**src/rtl/fm_wm_buffer_if.sv**
```systemverilog
// rtl/fm_wm_buffer_if.sv - fill/read bus between the vector multiplier, the FM x WM buffer and its reader
//
// Signals:
//   start     one-cycle pulse that (re)starts a fill frame
//   fm_wm_in  dot-product word from the vector multiplier
//   in_valid  fm_wm_in is valid
//   in_ready  buffer accepts fm_wm_in (driven by the buffer)
//   wr_row    row index of the next element to be written (driven by the buffer)
//   wr_col    column index of the next element to be written (driven by the buffer)
//   done      one-cycle pulse when the matrix is complete (driven by the buffer)
//   rd_en     read request
//   rd_row    read row address
//   rd_col    read column address
//   rd_data   registered read data (driven by the buffer)
//   rd_valid  rd_data valid (driven by the buffer)
interface fm_wm_buffer_if #(
  parameter int DOT_PROD_WIDTH = 16,
  parameter int FEATURE_ROWS   = 6,
  parameter int WEIGHT_COLS    = 3,
  parameter int ROW_W          = $clog2(FEATURE_ROWS),
  parameter int COL_W          = $clog2(WEIGHT_COLS)
);
  logic                      start;
  logic [DOT_PROD_WIDTH-1:0] fm_wm_in;
  logic                      in_valid;
  logic                      in_ready;
  logic [ROW_W-1:0]          wr_row;
  logic [COL_W-1:0]          wr_col;
  logic                      done;
  logic                      rd_en;
  logic [ROW_W-1:0]          rd_row;
  logic [COL_W-1:0]          rd_col;
  logic [DOT_PROD_WIDTH-1:0] rd_data;
  logic                      rd_valid;

  modport master (
    output start, fm_wm_in, in_valid, rd_en, rd_row, rd_col,
    input  in_ready, wr_row, wr_col, done, rd_data, rd_valid
  );

  modport slave (
    input  start, fm_wm_in, in_valid, rd_en, rd_row, rd_col,
    output in_ready, wr_row, wr_col, done, rd_data, rd_valid
  );
endinterface

```
**src/rtl/fm_wm_buffer.sv**
```systemverilog
// rtl/fm_wm_buffer.sv - row-major FM x WM dot-product matrix buffer with registered random read
//
// Ports:
//   clk      sole clock, rising edge
//   reset_n  asynchronous active-low reset
//   bus      fm_wm_buffer_if.slave: fill handshake, write indices, done pulse, read port
module fm_wm_buffer #(
  parameter int DOT_PROD_WIDTH = 16,
  parameter int FEATURE_ROWS   = 6,
  parameter int WEIGHT_COLS    = 3,
  parameter int ROW_W          = $clog2(FEATURE_ROWS),
  parameter int COL_W          = $clog2(WEIGHT_COLS)
) (
  input logic           clk,
  input logic           reset_n,
  fm_wm_buffer_if.slave bus
);

  typedef enum logic [1:0] {IDLE, FILL, FULL} state_t;

  localparam logic [ROW_W-1:0] LAST_ROW = ROW_W'(FEATURE_ROWS - 1);
  localparam logic [COL_W-1:0] LAST_COL = COL_W'(WEIGHT_COLS - 1);

  state_t                    state_q, state_d;
  logic [ROW_W-1:0]          wr_row_q;
  logic [COL_W-1:0]          wr_col_q;
  logic                      done_q;
  logic                      rd_valid_q;
  logic [DOT_PROD_WIDTH-1:0] rd_data_q;
  logic [DOT_PROD_WIDTH-1:0] mem [FEATURE_ROWS][WEIGHT_COLS];

  logic xfer;
  logic last_elem;
  logic rd_in_range;

  // A start in FILL aborts the frame, so a same-cycle transfer is dropped.
  assign xfer        = bus.in_valid && (state_q == FILL) && !bus.start;
  assign last_elem   = (wr_row_q == LAST_ROW) && (wr_col_q == LAST_COL);
  assign rd_in_range = (32'(bus.rd_row) < FEATURE_ROWS) && (32'(bus.rd_col) < WEIGHT_COLS);

  assign bus.in_ready = (state_q == FILL);
  assign bus.wr_row   = wr_row_q;
  assign bus.wr_col   = wr_col_q;
  assign bus.done     = done_q;
  assign bus.rd_valid = rd_valid_q;
  assign bus.rd_data  = rd_data_q;

  always_ff @(posedge clk or negedge reset_n) begin
    if (!reset_n) begin
      state_q <= IDLE;
    end else begin
      state_q <= state_d;
    end
  end

  always_comb begin
    state_d = state_q;
    case (state_q)
      IDLE:    if (bus.start) state_d = FILL;
      FILL:    if (xfer && last_elem) state_d = FULL;
      FULL:    if (bus.start) state_d = FILL;
      default: state_d = IDLE;
    endcase
  end

  // Write indices, storage and completion pulse.
  always_ff @(posedge clk or negedge reset_n) begin
    if (!reset_n) begin
      wr_row_q <= '0;
      wr_col_q <= '0;
      done_q   <= 1'b0;
      for (int r = 0; r < FEATURE_ROWS; r++) begin
        for (int c = 0; c < WEIGHT_COLS; c++) begin
          mem[r][c] <= '0;
        end
      end
    end else begin
      done_q <= xfer && last_elem;
      if (bus.start) begin
        wr_row_q <= '0;
        wr_col_q <= '0;
      end else if (xfer) begin
        mem[wr_row_q][wr_col_q] <= bus.fm_wm_in;
        if (wr_col_q == LAST_COL) begin
          wr_col_q <= '0;
          wr_row_q <= last_elem ? '0 : wr_row_q + 1'b1;
        end else begin
          wr_col_q <= wr_col_q + 1'b1;
        end
      end
    end
  end

  // Read port: only FULL honours rd_en; otherwise rd_data keeps its last value.
  always_ff @(posedge clk or negedge reset_n) begin
    if (!reset_n) begin
      rd_valid_q <= 1'b0;
      rd_data_q  <= '0;
    end else if (bus.rd_en && (state_q == FULL)) begin
      rd_valid_q <= 1'b1;
      rd_data_q  <= rd_in_range ? mem[bus.rd_row][bus.rd_col] : '0;
    end else begin
      rd_valid_q <= 1'b0;
    end
  end

endmodule

```
**src/flat_wrapper.sv**
```systemverilog
// flat-port wrapper written by rule: the top's interface ports become plain ports
module fm_wm_buffer_flat 
#(
  parameter int DOT_PROD_WIDTH = 16,
  parameter int FEATURE_ROWS   = 6,
  parameter int WEIGHT_COLS    = 3,
  parameter int ROW_W          = $clog2(FEATURE_ROWS),
  parameter int COL_W          = $clog2(WEIGHT_COLS)
)
  (clk, reset_n, bus_start, bus_fm_wm_in, bus_in_valid, bus_rd_en, bus_rd_row, bus_rd_col, bus_in_ready, bus_wr_row, bus_wr_col, bus_done, bus_rd_data, bus_rd_valid);
  fm_wm_buffer_if #(.DOT_PROD_WIDTH(DOT_PROD_WIDTH), .FEATURE_ROWS(FEATURE_ROWS), .WEIGHT_COLS(WEIGHT_COLS), .ROW_W(ROW_W), .COL_W(COL_W)) bus_i ();
  input logic clk;
  input logic reset_n;
  input wire logic [$bits(bus_i.start)-1:0] bus_start;
  input wire logic [$bits(bus_i.fm_wm_in)-1:0] bus_fm_wm_in;
  input wire logic [$bits(bus_i.in_valid)-1:0] bus_in_valid;
  input wire logic [$bits(bus_i.rd_en)-1:0] bus_rd_en;
  input wire logic [$bits(bus_i.rd_row)-1:0] bus_rd_row;
  input wire logic [$bits(bus_i.rd_col)-1:0] bus_rd_col;
  output wire logic [$bits(bus_i.in_ready)-1:0] bus_in_ready;
  output wire logic [$bits(bus_i.wr_row)-1:0] bus_wr_row;
  output wire logic [$bits(bus_i.wr_col)-1:0] bus_wr_col;
  output wire logic [$bits(bus_i.done)-1:0] bus_done;
  output wire logic [$bits(bus_i.rd_data)-1:0] bus_rd_data;
  output wire logic [$bits(bus_i.rd_valid)-1:0] bus_rd_valid;
  assign bus_i.start = bus_start;
  assign bus_i.fm_wm_in = bus_fm_wm_in;
  assign bus_i.in_valid = bus_in_valid;
  assign bus_i.rd_en = bus_rd_en;
  assign bus_i.rd_row = bus_rd_row;
  assign bus_i.rd_col = bus_rd_col;
  assign bus_in_ready = bus_i.in_ready;
  assign bus_wr_row = bus_i.wr_row;
  assign bus_wr_col = bus_i.wr_col;
  assign bus_done = bus_i.done;
  assign bus_rd_data = bus_i.rd_data;
  assign bus_rd_valid = bus_i.rd_valid;
  fm_wm_buffer #(.DOT_PROD_WIDTH(DOT_PROD_WIDTH), .FEATURE_ROWS(FEATURE_ROWS), .WEIGHT_COLS(WEIGHT_COLS), .ROW_W(ROW_W), .COL_W(COL_W)) u_core (.clk(clk), .reset_n(reset_n), .bus(bus_i));
endmodule
```
**config.mk**
```make
export PLATFORM = sky130hd
export DESIGN_NAME = fm_wm_buffer_flat
export DESIGN_NICKNAME = d
export VERILOG_FILES = /design/src/rtl/fm_wm_buffer_if.sv /design/src/rtl/fm_wm_buffer.sv /design/src/flat_wrapper.sv
export SDC_FILE = /design/constraint.sdc
export NUM_CORES = 1
export LEC_CHECK = 0
export ABC_AREA = 0
export BUFFER_PORTS_ARGS = -buffer_cell sky130_fd_sc_hd__buf_4
export CAP_MARGIN = 10
export CORE_MARGIN = 2
export CORE_UTILIZATION = 56
export CTS_CLUSTER_SIZE = 16
export DETAILED_ROUTE_END_ITERATION = 16
export GPL_TIMING_DRIVEN = 0
export PLACE_DENSITY = 0.76
export SLEW_MARGIN = 20
export SYNTH_ARGS = -nofsm -noshare
export SYNTH_HDL_FRONTEND = slang
export SYNTH_SLANG_ARGS = --single-unit
```
**constraint.sdc**
```tcl
create_clock -name clk -period 2.2 [get_ports clk]
set_clock_uncertainty 0.15 [all_clocks]
set_input_delay 0.33 -clock clk [delete_from_list [all_inputs] [get_ports clk]]
set_output_delay 0.33 -clock clk [all_outputs]
set_load 0.02 [all_outputs]
```
Yosys cells after proc, flatten, opt, wreduce, memory -nomap -nowiden
Index checks and enable logic that the tools add are counted.
- output and inout port bits: 24
- bits in registers: 313
- input port bits: 26
- equality and inequality tests: 6
- add/sub/neg operators: 2
- muxes and demuxes: 23
- magnitude comparators: 8
- reductions and logical operators: 16
- bitwise operators: 5
- operator list (kind ; count):
    bitwise mux 288 bit ; 1
    binary-select mux 48 bit (select 3 bit) ; 1
    demux 48 bit (select 3 bit) ; 1
    two-way mux 48 bit ; 3
    two-way mux 16 bit ; 4
    binary-select mux 16 bit (select 2 bit) ; 1
    demux 16 bit (select 2 bit) ; 1
    two-way mux 3 bit ; 4
    two-way mux 2 bit ; 5
    greater-or-equal comparator 4 bit, second input constant ; 2
    logical AND 1 bit ; 8
    inverter 3 -> 4 bit ; 2
    greater-or-equal comparator 3 bit, second input constant ; 2
    inverter 2 -> 3 bit ; 2
    AND reduction 2 bit ; 3
    == test 2 bit, second input constant ; 2
    < comparator 4 x 1 -> 1 bit, second input constant ; 1
    != test 2 x 1 -> 1 bit, second input constant ; 2
    one-hot mux 2 bit (2 select lines) ; 1
    nonzero test 2 bit ; 2
    adder 3 x 1 -> 3 bit, second input constant ; 1
    == test 3 bit, second input constant ; 1
    < comparator 3 x 1 -> 1 bit, second input constant ; 1
    < comparator 3 bit, second input constant ; 1
    other kinds (8) ; 8

Longest topological paths before layout
- depth in word-level cells: 8
- gate-level depth with buffers: 7
- depth with buffers taken out: 5

Worst setup path after synthesis
No wires, ideal clock.
- path type: register to register
- from: register u_core.wr_col_q[1] (netlist: u_core.bus.wr_col[1])
- to: register u_core.mem[85] in the netlist's numbering
- period minus slack after synthesis: 2.356 ns
- slack: -0.156 ns
- stages on the path, launching flop included: 6
- arrival time: 2.082 ns
- path through: dfrtp_1 > or4_1 > buf_2 > nor4b_4 > buf_6 > mux2_2
- cells in the longest elaborated chain, start to end: 8
- elaborated cells on any way between the ends: 9
- those cells by class: 2 x order compare; 5 x mux; 1 x bitwise; 1 x reduce/logical
- RTL lines (element ; line ; source):
    start: declaration ; fm_wm_buffer.sv:26 ; logic [COL_W-1:0] wr_col_q;
    start signal: assignment ; fm_wm_buffer.sv:88 ; wr_col_q <= wr_col_q + 1'b1;
    inverter 2 -> 3 bit (implied by the code) * ; fm_wm_buffer.sv:83 ; mem[wr_row_q][wr_col_q] <= bus.fm_wm_in;
    greater-or-equal comparator 3 bit (implied by the code) or < comparator 3 x 1 -> 1 bit (tied branches) ; fm_wm_buffer.sv:83 ;
    logical AND 1 bit (implied by the code) ; fm_wm_buffer.sv:83 ;
    two-way mux 16 bit (implied by the code) ; fm_wm_buffer.sv:83 ;
    demux 16 bit (select 2 bit) * ; fm_wm_buffer.sv:83 ;
    two-way mux 48 bit (implied by the code) * ; fm_wm_buffer.sv:83 ;
    demux 48 bit (select 3 bit) * ; fm_wm_buffer.sv:83 ;
    bitwise mux 288 bit * ; fm_wm_buffer.sv:83 ;
    end signal: indexed assignment ; fm_wm_buffer.sv:83 ;
    end: declaration ; fm_wm_buffer.sv:30 ; logic [DOT_PROD_WIDTH-1:0] mem [FEATURE_ROWS][WEIGHT_COLS];
Mark *: on every way between the ends. The rest lies on a longest branch, timed or not.
A chain may end at the register's enable or synchronous reset.

Final worst setup path
- from: register u_core.state_q[1]
- to: register u_core.mem[233] in the netlist's numbering
- cells in the longest elaborated chain, start to end: 4
- RTL lines (element ; line ; source):
    start: declaration ; fm_wm_buffer.sv:24 ; state_t state_q, state_d;
    start signal: assignment ; fm_wm_buffer.sv:52 ; state_q <= state_d;
    == test 2 x 1 -> 1 bit ; fm_wm_buffer.sv:37 ; assign xfer = bus.in_valid && (state_q == FILL) && !bus.start;
    logical AND 1 bit (2 in series) ; fm_wm_buffer.sv:37 ;
    AND reduction 2 bit (no line) ; - ;
No other way between the ends.

==> impl_summary.txt <==
----------------------------------------------------
[Outcome]
  Result of the run ... finished, violations left
  Violated checks ... setup timing

[Critical path]
  Count of buffering cells on the critical path with inverters included ... 3
  Largest stage delay on the critical path ... about 0.5 ns
  R2R cell count ... 7
  Critical path endpoint ... u_core.mem[233]
  Reg2reg end ... u_core.mem[233]
  Cell chain of the critical path ... nand3b_4 > or4_4 > buf_6 > nor2b_1 > buf_4 > buf_8 > mux2_4
  Critical register-to-register path startpoint ... u_core.state_q[1]
  R2R setup slack ... -0.07 ns
  Element type at the critical path end ... flop
  Critical path peak fanout ... 6
  WP depth ... 7
  Crit path DAT ... 2.54 ns
  Crit path launch ... u_core.state_q[1]
  Type of origin of the critical path ... flop
  Worst setup path class ... flop to flop
  Cell family with most CP delay ... simple AND/OR/NAND/NOR gates
  Worst endpoint required time ... between 2 and 2.5 ns
  Slowest cell on crit path ... sky130_fd_sc_hd__or4_4

[Synth]
  Number of warning messages in the yosys log ... 0
  Share of synthesized cell area in and, or, nand and nor gates ... 4.797%
  Leading register cell type out of synthesis ... sky130_fd_sc_hd__dfrtp_1
  Yosys top cell area share ... a little under three fifths
  Cell types with the largest area share after synthesis ... sky130_fd_sc_hd__dfrtp_1 (55%), sky130_fd_sc_hd__mux2_2 (23%), sky130_fd_sc_hd__mux2i_1 (7.2%)
  Cell type with the highest aggregate area in the netlist ... sky130_fd_sc_hd__dfrtp_1
  Distinct cells, synth ... 45
  Share of the synthesized area in compound gates (AO/OA/AOI/OAI) ... 4.558%
  Post-synthesis area per instance ... 14.01 µm²
  Async set-reset flop share out of synthesis ... 100.0%
  Number of flops mapped to enable cells by yosys ... 0
  Mux cell area share after synthesis ... 32.65%
  Netlist area before placement ... 14160 µm²
  Dominant combinational cell family by area after synthesis ... multiplexers
  Net count after synthesis ... 1039
  Adder-cell share of the synthesized area ... 0.1767%
  Cell count after synthesis ... slightly above 1000
  Register bit count reported by yosys ... 313
  Synth Area in XOR/XNOR ... 0%
  Register area share after synthesis ... between 50% and 60%

[Route]
  Routed vias/inst ... 6.122
  Vias post-DR ... 9153
  Iter 0 DRT Violations ... 802
  Post-route DRC ... 0
  Drt first pass iters ... 5
  Count of antenna-violating nets left after detailed routing ... 0
  Total wire length ... 36670 µm
  Average routed wire per standard cell ... ~25 µm

[Power]
  Net Sw Frac ... 23.19%
  Static leakage ... 8.490 nW
  Final total power ... ~0.013 W
  Sequential power share ... 48.6%
  Switch Pwr ... 0.002982 W
  Part of the power in combinational logic ... a little under a tenth
  Relative contribution of the clock network to total power ... 42.0%
  Pint ... 0.009875 W
  Power per standard cell area ... 747.1 nW/µm²
  Largest voltage drop on the vdd net ... ~600 µV

[STA]
  Final Cycle Share ... 103.1%
  Relative slew margins ... 44.34%
  Achievable Freq ... 0.4409 GHz
  RSZ-0062 raised after global routing ... true
  Min Clock Period, post-route ... between 2 and 2.5 ns
  Final hold violations ... 0
  Post-layout worst setup margin ... -0.06796 ns
  Final Setup Violations ... 59
  Tightest Pin Transition ... 0.8349 ns
  Max Slew Vio Count ... 0

[Place]
  Placed cell count ... between 1000 and 1500
  Post-place setup slack ... -0.8670 ns
  Detailed Place HPWL ... 23700 µm
  Buffers added on ports ... 46
  Final Wtd Congestion ... 0.8486
  Post-placement cell area ... 15030 µm²

[Die]
  Area of the core ... 25040 µm²
  Site row count ... between 50 and 60
  Ports placed on the boundary ... 50
  Floorplan die height ... 163.0 µm
  Horizontal die dimension ... 163.0 µm
  Effective utilization at floorplan ... 56.57%
  Area enclosed by the die boundary ... 26580 µm²

[Finish]
  Finished Layout Cells ... roughly 1500
  Layout cell share with drive strength beyond 1 ... 43.61%
  Post-Layout Inst Area ... 17210 µm²
  Nets ... 1170
  Antenna fix cells ... 0
  Area growth from synthesis to layout ... 21.51%

[Global routing]
  Global router's overall resource usage ... between 20 and 30%
  Wire length of the first global-routing pass ... 56480 µm
  Remaining global-route overflow ... 0
  Via count of the first global-routing pass ... 9566
  Pin count of the biggest net entering global routing ... 98
  Initial antenna violation count ... 0

[Clock tree]
  Clock transition at the registers of the reported paths ... 0.06 ns
  CTS tree ... yes
  Num Clock Sinks ... between 300 and 400
  Clock latency on the worst-skew pair ... 0.55 ns
  Root buffer cell ... sky130_fd_sc_hd__clkbuf_16
  Maximum buffer depth of the clock tree ... 3
  H-tree levels ... 1
  Number of buffers added by the clock tree synthesis step ... 31

[Min path]
  Kind of path behind the tightest hold check ... primary input to flop
  Worst hold stages ... 3

[Run]
  Max Cap Viol ... 0

----------------------------------------------------
-- sequential cells by signal, summed over array words and instances, names as in the netlist --
register,cells
u_core.bus.done,1
u_core.bus.wr_col,2
u_core.bus.wr_row,3
u_core.state_q,2
u_core.bus.rd_data,16
u_core.bus.rd_valid,1
u_core.mem,288
-- synthesized netlist by cell type, types with 2 or more instances --
cell type / instances
sky130_fd_sc_hd__nand3b_1: 2
sky130_fd_sc_hd__a22oi_1: 30
sky130_fd_sc_hd__nor4b_4: 2
sky130_fd_sc_hd__nor3_1: 2
sky130_fd_sc_hd__a32oi_1: 9
sky130_fd_sc_hd__o221ai_1: 10
sky130_fd_sc_hd__clkbuf_1: 50
sky130_fd_sc_hd__nand2_1: 46
sky130_fd_sc_hd__inv_1: 6
sky130_fd_sc_hd__dfrtp_1: 313
sky130_fd_sc_hd__mux2_2: 288
sky130_fd_sc_hd__and4b_1: 5
sky130_fd_sc_hd__nor3b_1: 3
sky130_fd_sc_hd__and3_1: 2
sky130_fd_sc_hd__o211ai_1: 6
sky130_fd_sc_hd__nand2b_1: 11
sky130_fd_sc_hd__nor2_1: 14
sky130_fd_sc_hd__buf_1: 3
sky130_fd_sc_hd__mux2i_1: 102
sky130_fd_sc_hd__a21oi_1: 6
sky130_fd_sc_hd__nor2b_1: 7
sky130_fd_sc_hd__o32ai_1: 4
sky130_fd_sc_hd__a221o_1: 5
sky130_fd_sc_hd__and2_1: 2
sky130_fd_sc_hd__o21ai_0: 6
sky130_fd_sc_hd__nand4_1: 16
sky130_fd_sc_hd__nand3_1: 4
sky130_fd_sc_hd__ha_1: 2
sky130_fd_sc_hd__buf_2: 24
sky130_fd_sc_hd__mux4_2: 16
-- logic make-up after synthesis --
kind of cell,Yosys count
fa+ha+maj,2
mux,406
compound gates,84
simple gates,121
flops,313
buf+inv,85
-- worst min-delay path: stages --
cell                       delay (ns)
sky130_fd_sc_hd__clkbuf_2        0.17
sky130_fd_sc_hd__inv_1           0.11
sky130_fd_sc_hd__o22ai_1         0.08
-- through the flow --
step	TNS [ns]	utilization, %	hold WS, ns
detailed placement	-69.00	60.02	0.1261
CTS	-3.019	67.95	0.007264
floorplan	-1.220	-	-0.1156
global route	-5.602	68.74	0.03655
global placement	-718.31	59.67	0.3290
finish	-1.420	68.74	0.03229
-- placed cells by master, fill, tap and decap left out, drive strengths merged, types with 3 or more instances in the layout --
cell type / instances
nor2b: 7
inv: 6
dlygate4sd3: 19
nand3b: 3
clkbuf: 82
buf: 118
o211ai: 6
nand3: 4
nor3: 3
o21ai: 6
and4b: 5
clkinv: 9
mux2: 288
o32ai: 4
a21oi: 6
o221ai: 10
a22oi: 30
nor3b: 3
nand4: 16
a221o: 5
mux4: 16
mux2i: 102
bufinv: 4
nor2: 14
dfrtp: 313
nand2b: 11
a32oi: 9
nand2: 46
-- power by group through the flow --
| stage | combinational [W] | sequential [W] | clock [W] |
|---|---|---|---|
| after global routing | 0.00131 | 0.00627 | 0.00571 |
| after CTS | 0.00119 | 0.00623 | 0.00544 |
| after detailed placement | 0.00111 | 0.00633 | 0 |
| after floorplan | 0.000693 | 0.00627 | 0 |
| final | 0.00121 | 0.00625 | 0.00540 |
| after global placement | 0.00106 | 0.00631 | 0 |
-- per-layer routing --
layer  wire [µm]  share of wire [%]  track usage [%]  vias to the layer above
li1            -                  -                -                     3979
met1       16340                 45            38.95                     4868
met2       17610                 48            45.88                      253
met3        1964                5.4            5.714                       53
met4         762                2.1            6.396                        0
met5           0                  0                0                        -
-- worst min-delay path by stage --
stage	slack (ns)	end	start
floorplan	-0.12	u_core.bus.done	reset_n
global placement	0.33	u_core.mem[103]	u_core.mem[103]
detailed placement	0.13	u_core.mem[146]	reset_n
CTS	0.007	u_core.state_q[0]	bus_start
global route	0.04	u_core.state_q[0]	bus_start
finish	0.03	u_core.state_q[0]	bus_start
-- what timing repair did --
item	in CTS	in global routing
endpoints found under the setup margin	239	214
hold buffers	19	0
pin swaps	1	3
setup buffers	24	7
resized for setup	133	42
cloned	5	2
endpoints found under the hold margin	253	0
-- layout make-up --
| cell class | instances | area [µm²] |
|---|---|---|
| buffer | 71 | 439.2 |
| clock buffer | 43 | 870.8 |
| clock inverter | 13 | 171.4 |
| timing repair buffer | 105 | 1096 |
| multi-input combinational | 613 | 6355 |
| sequential | 313 | 7839 |
| inverter | 7 | 26.28 |
| fill | 1711 | 7826 |
| tap | 330 | 412.9 |
(Power assumes the default switching activity.)
